File: src/rtl/inst_fetch_queue_pkg.sv
// Shared definitions for the instruction-fetch front end: FSM encodings and default widths.
package inst_fetch_queue_pkg;

   localparam int unsigned PC_W_DEF   = 16;
   localparam int unsigned INST_W_DEF = 32;
   localparam int unsigned DEPTH_DEF  = 4;

   // Fetch FSM: IDLE waits for FIFO credit, REQ fetches, FLUSH drains a stale request
   typedef enum logic [1:0] {
      FS_IDLE  = 2'd0,
      FS_REQ   = 2'd1,
      FS_FLUSH = 2'd2
   } fetch_state_e;

endpackage

File: src/rtl/inst_fetch_queue_fifo.sv
// Synchronous prefetch FIFO holding {inst, pc} entries; clr empties it in one cycle.
module inst_fetch_queue_fifo #(
   parameter int unsigned WIDTH = 48,
   parameter int unsigned DEPTH = 4
) (
   input  logic                         clk,
   input  logic                         rst,
   input  logic                         clr,
   input  logic                         push,
   input  logic                         pop,
   input  logic [WIDTH-1:0]             din,
   output logic [WIDTH-1:0]             head,
   output logic [$clog2(DEPTH+1)-1:0]   count
);

   localparam int unsigned PTR_W = $clog2(DEPTH);
   localparam int unsigned CNT_W = $clog2(DEPTH+1);

   logic [WIDTH-1:0] mem [DEPTH];
   logic [PTR_W-1:0] rd_ptr;
   logic [PTR_W-1:0] wr_ptr;

   assign head = mem[rd_ptr];

   // Storage, pointers and occupancy; pointers wrap naturally since DEPTH is a power of 2
   always_ff @(posedge clk or posedge rst) begin
      if (rst) begin
         rd_ptr <= '0;
         wr_ptr <= '0;
         count  <= '0;
         for (int unsigned i = 0; i < DEPTH; i++) begin
            mem[i] <= '0;
         end
      end else if (clr) begin
         rd_ptr <= '0;
         wr_ptr <= '0;
         count  <= '0;
      end else begin
         if (push) begin
            mem[wr_ptr] <= din;
            wr_ptr      <= wr_ptr + PTR_W'(1);
         end
         if (pop) begin
            rd_ptr <= rd_ptr + PTR_W'(1);
         end
         count <= count + CNT_W'(push) - CNT_W'(pop);
      end
   end

endmodule

File: src/rtl/inst_fetch_queue.sv
// Instruction-fetch front end: IMEM req/ack fetch FSM, prefetch queue, redirect flush.
module inst_fetch_queue
   import inst_fetch_queue_pkg::*;
#(
   parameter int unsigned PC_W   = PC_W_DEF,
   parameter int unsigned INST_W = INST_W_DEF,
   parameter int unsigned DEPTH  = DEPTH_DEF
) (
   input  logic              sysCLK,
   input  logic              pRST,
   output logic              imem_req,
   output logic [PC_W-1:0]   imem_addr,
   input  logic              imem_ack,
   input  logic [INST_W-1:0] imem_data,
   input  logic              redirect,
   input  logic [PC_W-1:0]   redirect_pc,
   output logic              inst_valid,
   input  logic              inst_ready,
   output logic [INST_W-1:0] inst_out,
   output logic [PC_W-1:0]   inst_pc,
   output logic [PC_W-1:0]   inst_pcnext
);

   localparam int unsigned ENT_W = INST_W + PC_W;
   localparam int unsigned CNT_W = $clog2(DEPTH+1);

   fetch_state_e      state;
   fetch_state_e      state_nx;
   logic [PC_W-1:0]   fetch_pc;
   logic [PC_W-1:0]   fetch_pc_nx;
   logic [PC_W-1:0]   addr_nx;
   logic              ack_ok;
   logic              push;
   logic              pop;
   logic [CNT_W-1:0]  count;
   logic [CNT_W-1:0]  count_after;
   logic              credit;
   logic [ENT_W-1:0]  head;

   // imem_req doubles as the outstanding flag; acks without a request are ignored
   assign ack_ok      = imem_ack & imem_req;
   assign push        = ack_ok & (state == FS_REQ) & ~redirect;
   assign pop         = inst_valid & inst_ready & ~redirect;
   assign count_after = count + CNT_W'(push) - CNT_W'(pop);
   assign credit      = (count_after < CNT_W'(DEPTH));

   // Next-state, next fetch PC and next request address; redirect overrides everything
   always_comb begin
      state_nx    = state;
      fetch_pc_nx = fetch_pc;
      addr_nx     = imem_addr;
      if (redirect) begin
         fetch_pc_nx = redirect_pc;
         if (state == FS_IDLE || ack_ok) begin
            state_nx = FS_REQ;
            addr_nx  = redirect_pc;
         end else begin
            state_nx = FS_FLUSH;
         end
      end else begin
         case (state)
            FS_IDLE: begin
               if (credit) begin
                  state_nx = FS_REQ;
                  addr_nx  = fetch_pc;
               end
            end
            FS_REQ: begin
               if (ack_ok) begin
                  fetch_pc_nx = fetch_pc + PC_W'(1);
                  addr_nx     = fetch_pc + PC_W'(1);
                  state_nx    = credit ? FS_REQ : FS_IDLE;
               end
            end
            FS_FLUSH: begin
               if (ack_ok) begin
                  state_nx = FS_REQ;
                  addr_nx  = fetch_pc;
               end
            end
            default: begin
               state_nx = FS_IDLE;
            end
         endcase
      end
   end

   // FSM state, fetch PC and registered IMEM request outputs
   always_ff @(posedge sysCLK or posedge pRST) begin
      if (pRST) begin
         state     <= FS_IDLE;
         fetch_pc  <= '0;
         imem_req  <= 1'b0;
         imem_addr <= '0;
      end else begin
         state     <= state_nx;
         fetch_pc  <= fetch_pc_nx;
         imem_req  <= (state_nx != FS_IDLE);
         imem_addr <= addr_nx;
      end
   end

   inst_fetch_queue_fifo #(
      .WIDTH (ENT_W),
      .DEPTH (DEPTH)
   ) u_fifo (
      .clk   (sysCLK),
      .rst   (pRST),
      .clr   (redirect),
      .push  (push),
      .pop   (pop),
      .din   ({imem_data, fetch_pc}),
      .head  (head),
      .count (count)
   );

   assign inst_valid  = (count != '0);
   assign inst_out    = head[ENT_W-1:PC_W];
   assign inst_pc     = head[PC_W-1:0];
   assign inst_pcnext = inst_pc + PC_W'(1);

endmodule

File: config.mk
export PLATFORM = sky130hd
export DESIGN_NAME = inst_fetch_queue
export DESIGN_NICKNAME = d
export VERILOG_FILES = /design/src/rtl/inst_fetch_queue_pkg.sv /design/src/rtl/inst_fetch_queue_fifo.sv /design/src/rtl/inst_fetch_queue.sv
export SDC_FILE = /design/constraint.sdc
export NUM_CORES = 1
export LEC_CHECK = 0
export ABC_AREA = 1
export CAP_MARGIN = 40
export CORE_UTILIZATION = 35
export CTS_CLUSTER_DIAMETER = 40
export CTS_CLUSTER_SIZE = 14
export DETAILED_ROUTE_END_ITERATION = 10
export GPL_TIMING_DRIVEN = 1
export REMOVE_ABC_BUFFERS = 1
export SYNTH_ARGS = -nofsm -noshare
export SYNTH_HDL_FRONTEND = slang
export SYNTH_SLANG_ARGS = --single-unit
File: constraint.sdc
create_clock -name sysCLK -period 7.4 [get_ports sysCLK]
set_input_delay 1.48 -clock sysCLK [delete_from_list [all_inputs] [get_ports sysCLK]]
set_output_delay 1.48 -clock sysCLK [all_outputs]
set_load 0.005 [all_outputs]
==> results of run 1 <==
[layer usage]
layer  track usage  vias up  share of wire
li1              -     4784              -
met3       0.03570       42          0.059
met1        0.2629     4571           0.48
met5             0        -              0
met2        0.2989      267           0.44
met4       0.04983        0          0.019
[critical path: cells and delay by family (launching register included)]
kind                     cells  cell delay, ns
flip-flops                   1            0.42
AND/OR/NAND/NOR              7            1.08
buffers and inverters        4            1.18
adder cells (fa/ha/maj)      1            0.19
[logic make-up (layout without fill, tap and decap cells)]
kind of cell,after synthesis,count (layout),synth area share
flip-flops,234,234,0.5188
buffers and inverters,187,320,0.08093
AO/OA/AOI/OAI,351,351,0.1640
XOR/XNOR,11,11,0.008537
AND/OR/NAND/NOR,609,609,0.2162
multiplexers,1,1,0.0008870
adder cells (fa/ha/maj),9,9,0.01064
[state kept, by name, summed over array words and instances (netlist names)]
name,flops
state,2
u_fifo.mem,192
u_fifo.wr_ptr,2
u_fifo.rd_ptr,2
u_fifo.count,3
imem_addr,16
imem_req,1
fetch_pc,16
[final cells by class]
class / instances / area, um^2 / share of cell area
clock buffers: 49 / 1031 / 0.07334
clock inverters: 16 / 146.4 / 0.01041
inverters: 105 / 404.1 / 0.02875
multi-input cells: 981 / 4522 / 0.3217
flip-flops and latches: 234 / 5857 / 0.4166
well taps: 402 / 503.0 / 0.03578
repair buffers: 150 / 1594 / 0.1134
[layout by cell type, fill, tap and decap left out, types with 4 or more instances in the layout]
| cell type | n |
|---|---|
| a21oi_1 | 22 |
| buf_16 | 5 |
| buf_4 | 8 |
| clkbuf_1 | 6 |
| clkbuf_16 | 37 |
| clkbuf_8 | 6 |
| clkdlybuf4s50_1 | 134 |
| clkinv_2 | 4 |
| clkinv_4 | 5 |
| dfrtp_1 | 233 |
| ha_1 | 8 |
| inv_1 | 102 |
| nand2_1 | 415 |
| nand2_4 | 4 |
| nand3_1 | 60 |
| nand4_1 | 7 |
| nor2_1 | 113 |
| nor2_2 | 4 |
| o211ai_1 | 5 |
| o21ai_0 | 190 |
| o21ai_1 | 87 |
| o221ai_1 | 5 |
| o22ai_1 | 33 |
| xor2_1 | 9 |
[through the flow]
step / worst slack, ns / std cells
finish: 2.538 / 1937
global placement: 2.501 / 1865
detailed placement: 2.418 / 1872
global route: 2.332 / 1937
CTS: 2.482 / 1937
floorplan: -0.4980 / 1320
[where the power goes]
group	internal (uW)	switching (uW)	total, uW
combinational	1080	1260	2340
sequential	1710	246	1960
clock	1020	610	1630
total	3810	2120	5930
[worst paths after layout]
path / from / end / slack, ns / depth (start not counted)
setup reg to reg: state[1] / imem_addr[8] / 4.40 / 17
hold / removal: u_fifo.mem[111] / u_fifo.mem[111] / 0.48 / 2
min in group asynchronous: pRST / imem_addr[1] / 1.48 / 2
max in group asynchronous: pRST / u_fifo.mem[20] / 4.78 / 3
hold reg to reg: u_fifo.mem[111] / u_fifo.mem[111] / 0.48 / 2
setup / recovery: u_fifo.rd_ptr[0] / inst_pcnext[14] / 2.54 / 12
==> flow_summary.ini, run 1 <==
[route]
drtPass1Iterations = 5
drc = 0
drtIter0Drc = 712
avgRoutedWirePerCell_um = 15.66
ant_nets = 0
vias_per_cell = 4.989
wl_um = 30330
vias = 9664

[synth]
avgSynthCellArea_um2 = 8.050
netlist_top_cells_count = nand2_1, dfrtp_1, o21ai_0
synthCells = 1402
synth_area_leader_cell = dfrtp_1
ys_seq_area_frac = 0.5188
syn_area_um2 = 11290
synth_area_leaders = dfrtp_1, nand2_1, o21ai_0
synth_enable_flop_cells = 0
postSynthRegisterBits = 234
synth_most_common_cell = nand2_1
synth.distinct_cells = 36
async_reset_ff_frac = 1.000
yosys_warnings = 0
synth_ff_type = dfrtp_1
synth_top_area_frac = 0.5188

[clocking]
clockBufferDepth = 3
cts_hold_buf = 0
path_clk_slew_ns = 0.05
cts.sinks = 234
htreeDepth = 2
numCtsBuffers = 36
clock_latency_ns = 0.51
cts-resized-gates = 0
cts_tree = yes
post_cts.repair.setup_buffers = 0
clockRootBuffer = clkbuf_16

[timing]
tightest_slew_ns = 0.8347
holdWs_ns = 0.4778
setup_viol = 0
relSlewSlack = 0.4435
hold_viol = 0
setup_tns_ns = 0
skew_ns = 0.02101
rsz0062_at_grt = false
drv_slew = 0
fin_crit_ns = 4.862
fmax_ghz = 0.2057
finalCritPeriodShare = 0.6570

[floorplan]
start_util = 0.3567
core_um2 = 31640
die_x_um = 181.6
die_y_um = 181.6
io_pins = 135
rows = 65
dieArea_um2 = 32970

[global_routing]
grt_pass1_wl_um = 50270
antenna_found_initial = 0
grt_pass1_vias = 9550
overflow = 0
track_usage = 0.1883
grt_start_max_net_pins = 129

[pwr]
p_leak_uw = 0.006641
peakVddDrop_mv = 0.2286
total_power_uw = 5925
p_per_area_nw_per_um2 = 421.5

[finish]
fin_nets = 1570
postLayoutCellArea_um2 = 14060
n_antenna_cell = 0
nFillCells = 3148
drive_above_1_share = 0.05993
syn_to_final_growth_pct = 24.56
finish.utilization = 0.4443

[setup_path]
critPathMaxStageDelay_ns = 0.50
crit_type = flip-flop to primary output
worstPathMaxFanout = 79
cp_cell_sequence = inv_4 > buf_16 > nand2_1 > nand3_1 > nand2_1 > inv_1 > ha_1 > nand3_1 > nor2_2 > nand3_1 > nand2_1 > clkdlybuf4s50_1
cp-start-kind = flip-flop
endpoint_kind = primary output
worst_path_max_delay_cell = clkdlybuf4s50_1
crit_required_ns = 5.92
arrival_ns = 3.38

[hold_path]
hold_path.class = flip-flop to flip-flop

[placement]
place_area_um2 = 12880
io_buffers = 134
gp_congestion = 0.8446
place_hpwl_um = 19380

[flow_run]
cap_violations = 0

[outcome]
status = complete, no violations
Power figures use the tool's default switching activity.
==> inputs of run 2 (changes only) <==
clock period = 4.13 ns   (was 7.4 ns; I/O delays follow)
==> flow_summary.ini, run 2 (synthesis results as in run 1) <==
[outcome]
status = complete, no violations

[clocking]
numCtsBuffers = 37
cts_tree = yes
clockBufferDepth = 3
path_clk_slew_ns = 0.05
clock_latency_ns = 0.50
clockRootBuffer = clkbuf_16
cts.sinks = 234
cts_hold_buf = 0
htreeDepth = 2

[setup_path]
crit_required_ns = 3.30
critPathMostFrequentCell = nand2_1
cp-start-kind = flip-flop
cp_cell_sequence = buf_16 > nand2_1 > nand3_1 > nand2_1 > nor2_1 > nand2_1 > nor2_1 > nand3_1 > nand2_1 > clkdlybuf4s50_1
path_buf_inv = 2
arrival_ns = 3.00
critPathMaxStageDelay_ns = 0.52
crit_type = flip-flop to primary output
endpoint_kind = primary output
r2r_slack_ns = 1.23
worstPathMaxFanout = 48
crit_family = simple AND/OR/NAND/NOR gates
worst_path_max_delay_cell = dfrtp_2

[route]
wl_met2_um = 13540
wl_um = 30590
ant_nets = 0
drtPass1Iterations = 5
m1WireLength_um = 14470
dr_wl_met3_um = 1668
vias_per_cell = 4.992
top_layer = met4
drtIter0Drc = 707
drc = 0
vias = 9704
avgRoutedWirePerCell_um = 15.73

[finish]
syn_to_final_growth_pct = 26.45
largest_reg_flops = 192
fin_nets = 1575
layout_commonest_cell = nand2_1
final_cell_count_no_fill = 1944
reg.largest.list = u_fifo.mem (192), fetch_pc (16), imem_addr (16)
regMostFlops = u_fifo.mem
postLayoutCellArea_um2 = 14270
n_antenna_cell = 0
drive_above_1_share = 0.06809
nFillCells = 3138
final_cell_mix = nand2_1, dfrtp_1, o21ai_0, clkdlybuf4s50_1, nor2_1

[pwr]
peakVddDrop_mv = 0.3974
p_leak_uw = 0.006746
total_power_uw = 11050
p_per_area_nw_per_um2 = 774.5

[global_routing]
antenna_found_initial = 0
grt_start_max_net_pins = 103
grt_pass1_vias = 9574
track_usage = 0.1878
overflow = 0
grt_pass1_wl_um = 49870

[placement]
place_inst = 1875
io_buffers = 134
place_area_um2 = 12860
gp_congestion = 0.8302
place_hpwl_um = 19090

[floorplan]
core_um2 = 31640
rows = 65
io_pins = 135
die_x_um = 181.6
start_util = 0.3567
die_y_um = 181.6
dieArea_um2 = 32970

[hold_path]
hold_path.class = flip-flop to flip-flop

[flow_run]
cap_violations = 0

[timing]
rsz0062_at_grt = false
hold_viol = 0
fmax_ghz = 0.2614
drv_slew = 0
fin_crit_ns = 3.825
skew_ns = 0.01030
tightest_slew_ns = 0.8485
finalCritPeriodShare = 0.9262
setup_viol = 0
relSlewSlack = 0.4343
run 2: cell count changes in the layout (fill, tap and decap cells not counted), moves of 2 or more:
cell / previous run / this run
buf_12: 2 / 6
buf_16: 5 / 1
buf_4: 8 / 11
bufinv_16: 1 / 6
clkbuf_1: 6 / 1
clkbuf_16: 37 / 40
clkinv_2: 4 / 6
clkinv_4: 5 / 2
inv_6: 3 / 5
run 2: per-layer routing:
metal | up-vias | track usage
met1 | 4575 | 0.2474
li1 | 4802 | -
met5 | - | 0
met2 | 261 | 0.3049
met3 | 66 | 0.03670
met4 | 0 | 0.07153
run 2: metrics by stage:
stage	util	setup TNS (ns)	worst slack, ns	hold WS (ns)
after floorplan	-	-729.11	-3.114	0.4478
after global placement	0.4064	0	0.6513	0.4617
after detailed placement	0.4064	0	0.5255	0.4642
after CTS	0.4495	0	0.1053	0.4810
after global routing	0.4511	0	0.1122	0.5003
final	0.4511	0	0.3049	0.4780
run 2: worst reg2reg max path: cells and delay by family (launching register included):
family        cells  cell delay, ns
fa+ha+maj         3            0.80
flops             1            0.42
buf+inv           6            0.71
simple gates      9            0.85
run 2: cell type report:
class / instances / area, um^2 / area share
Inverter: 105 / 409.1 / 0.02867
Clock inverter: 21 / 286.5 / 0.02008
Clock buffer: 47 / 1076 / 0.07540
Multi-Input combinational cell: 981 / 4532 / 0.3176
Tap cell: 402 / 503.0 / 0.03524
Sequential cell: 234 / 5857 / 0.4104
Timing Repair Buffer: 154 / 1608 / 0.1127
run 2: worst paths after layout:
check,endpoint,depth (start not counted),startpoint
worst max-delay path,inst_pcnext[14],10,u_fifo.rd_ptr[0]
worst min-delay path,u_fifo.mem[65],2,u_fifo.mem[65]
worst max register to register,imem_addr[10],18,u_fifo.count[1]
worst min register to register,u_fifo.mem[65],2,u_fifo.mem[65]
max in group asynchronous,u_fifo.mem[184],3,pRST
min in group asynchronous,state[0],2,pRST
run 2: timing repair:
action,4_1_cts,5_1_grt
buffers inserted,0,0
endpoints found under the setup margin,0,5
gates resized for setup,0,6
run 2: where the power goes:
group | switching (uW) | internal (uW)
clock | 1140 | 2230
sequential | 452 | 3060
combinational | 2230 | 1930
==> inputs of run 3 (changes only) <==
CTS_CLUSTER_SIZE = 16   (was 14)
==> results of run 3 <==
Same layout as run 2: the final DEF is identical, and so are final timing and power.
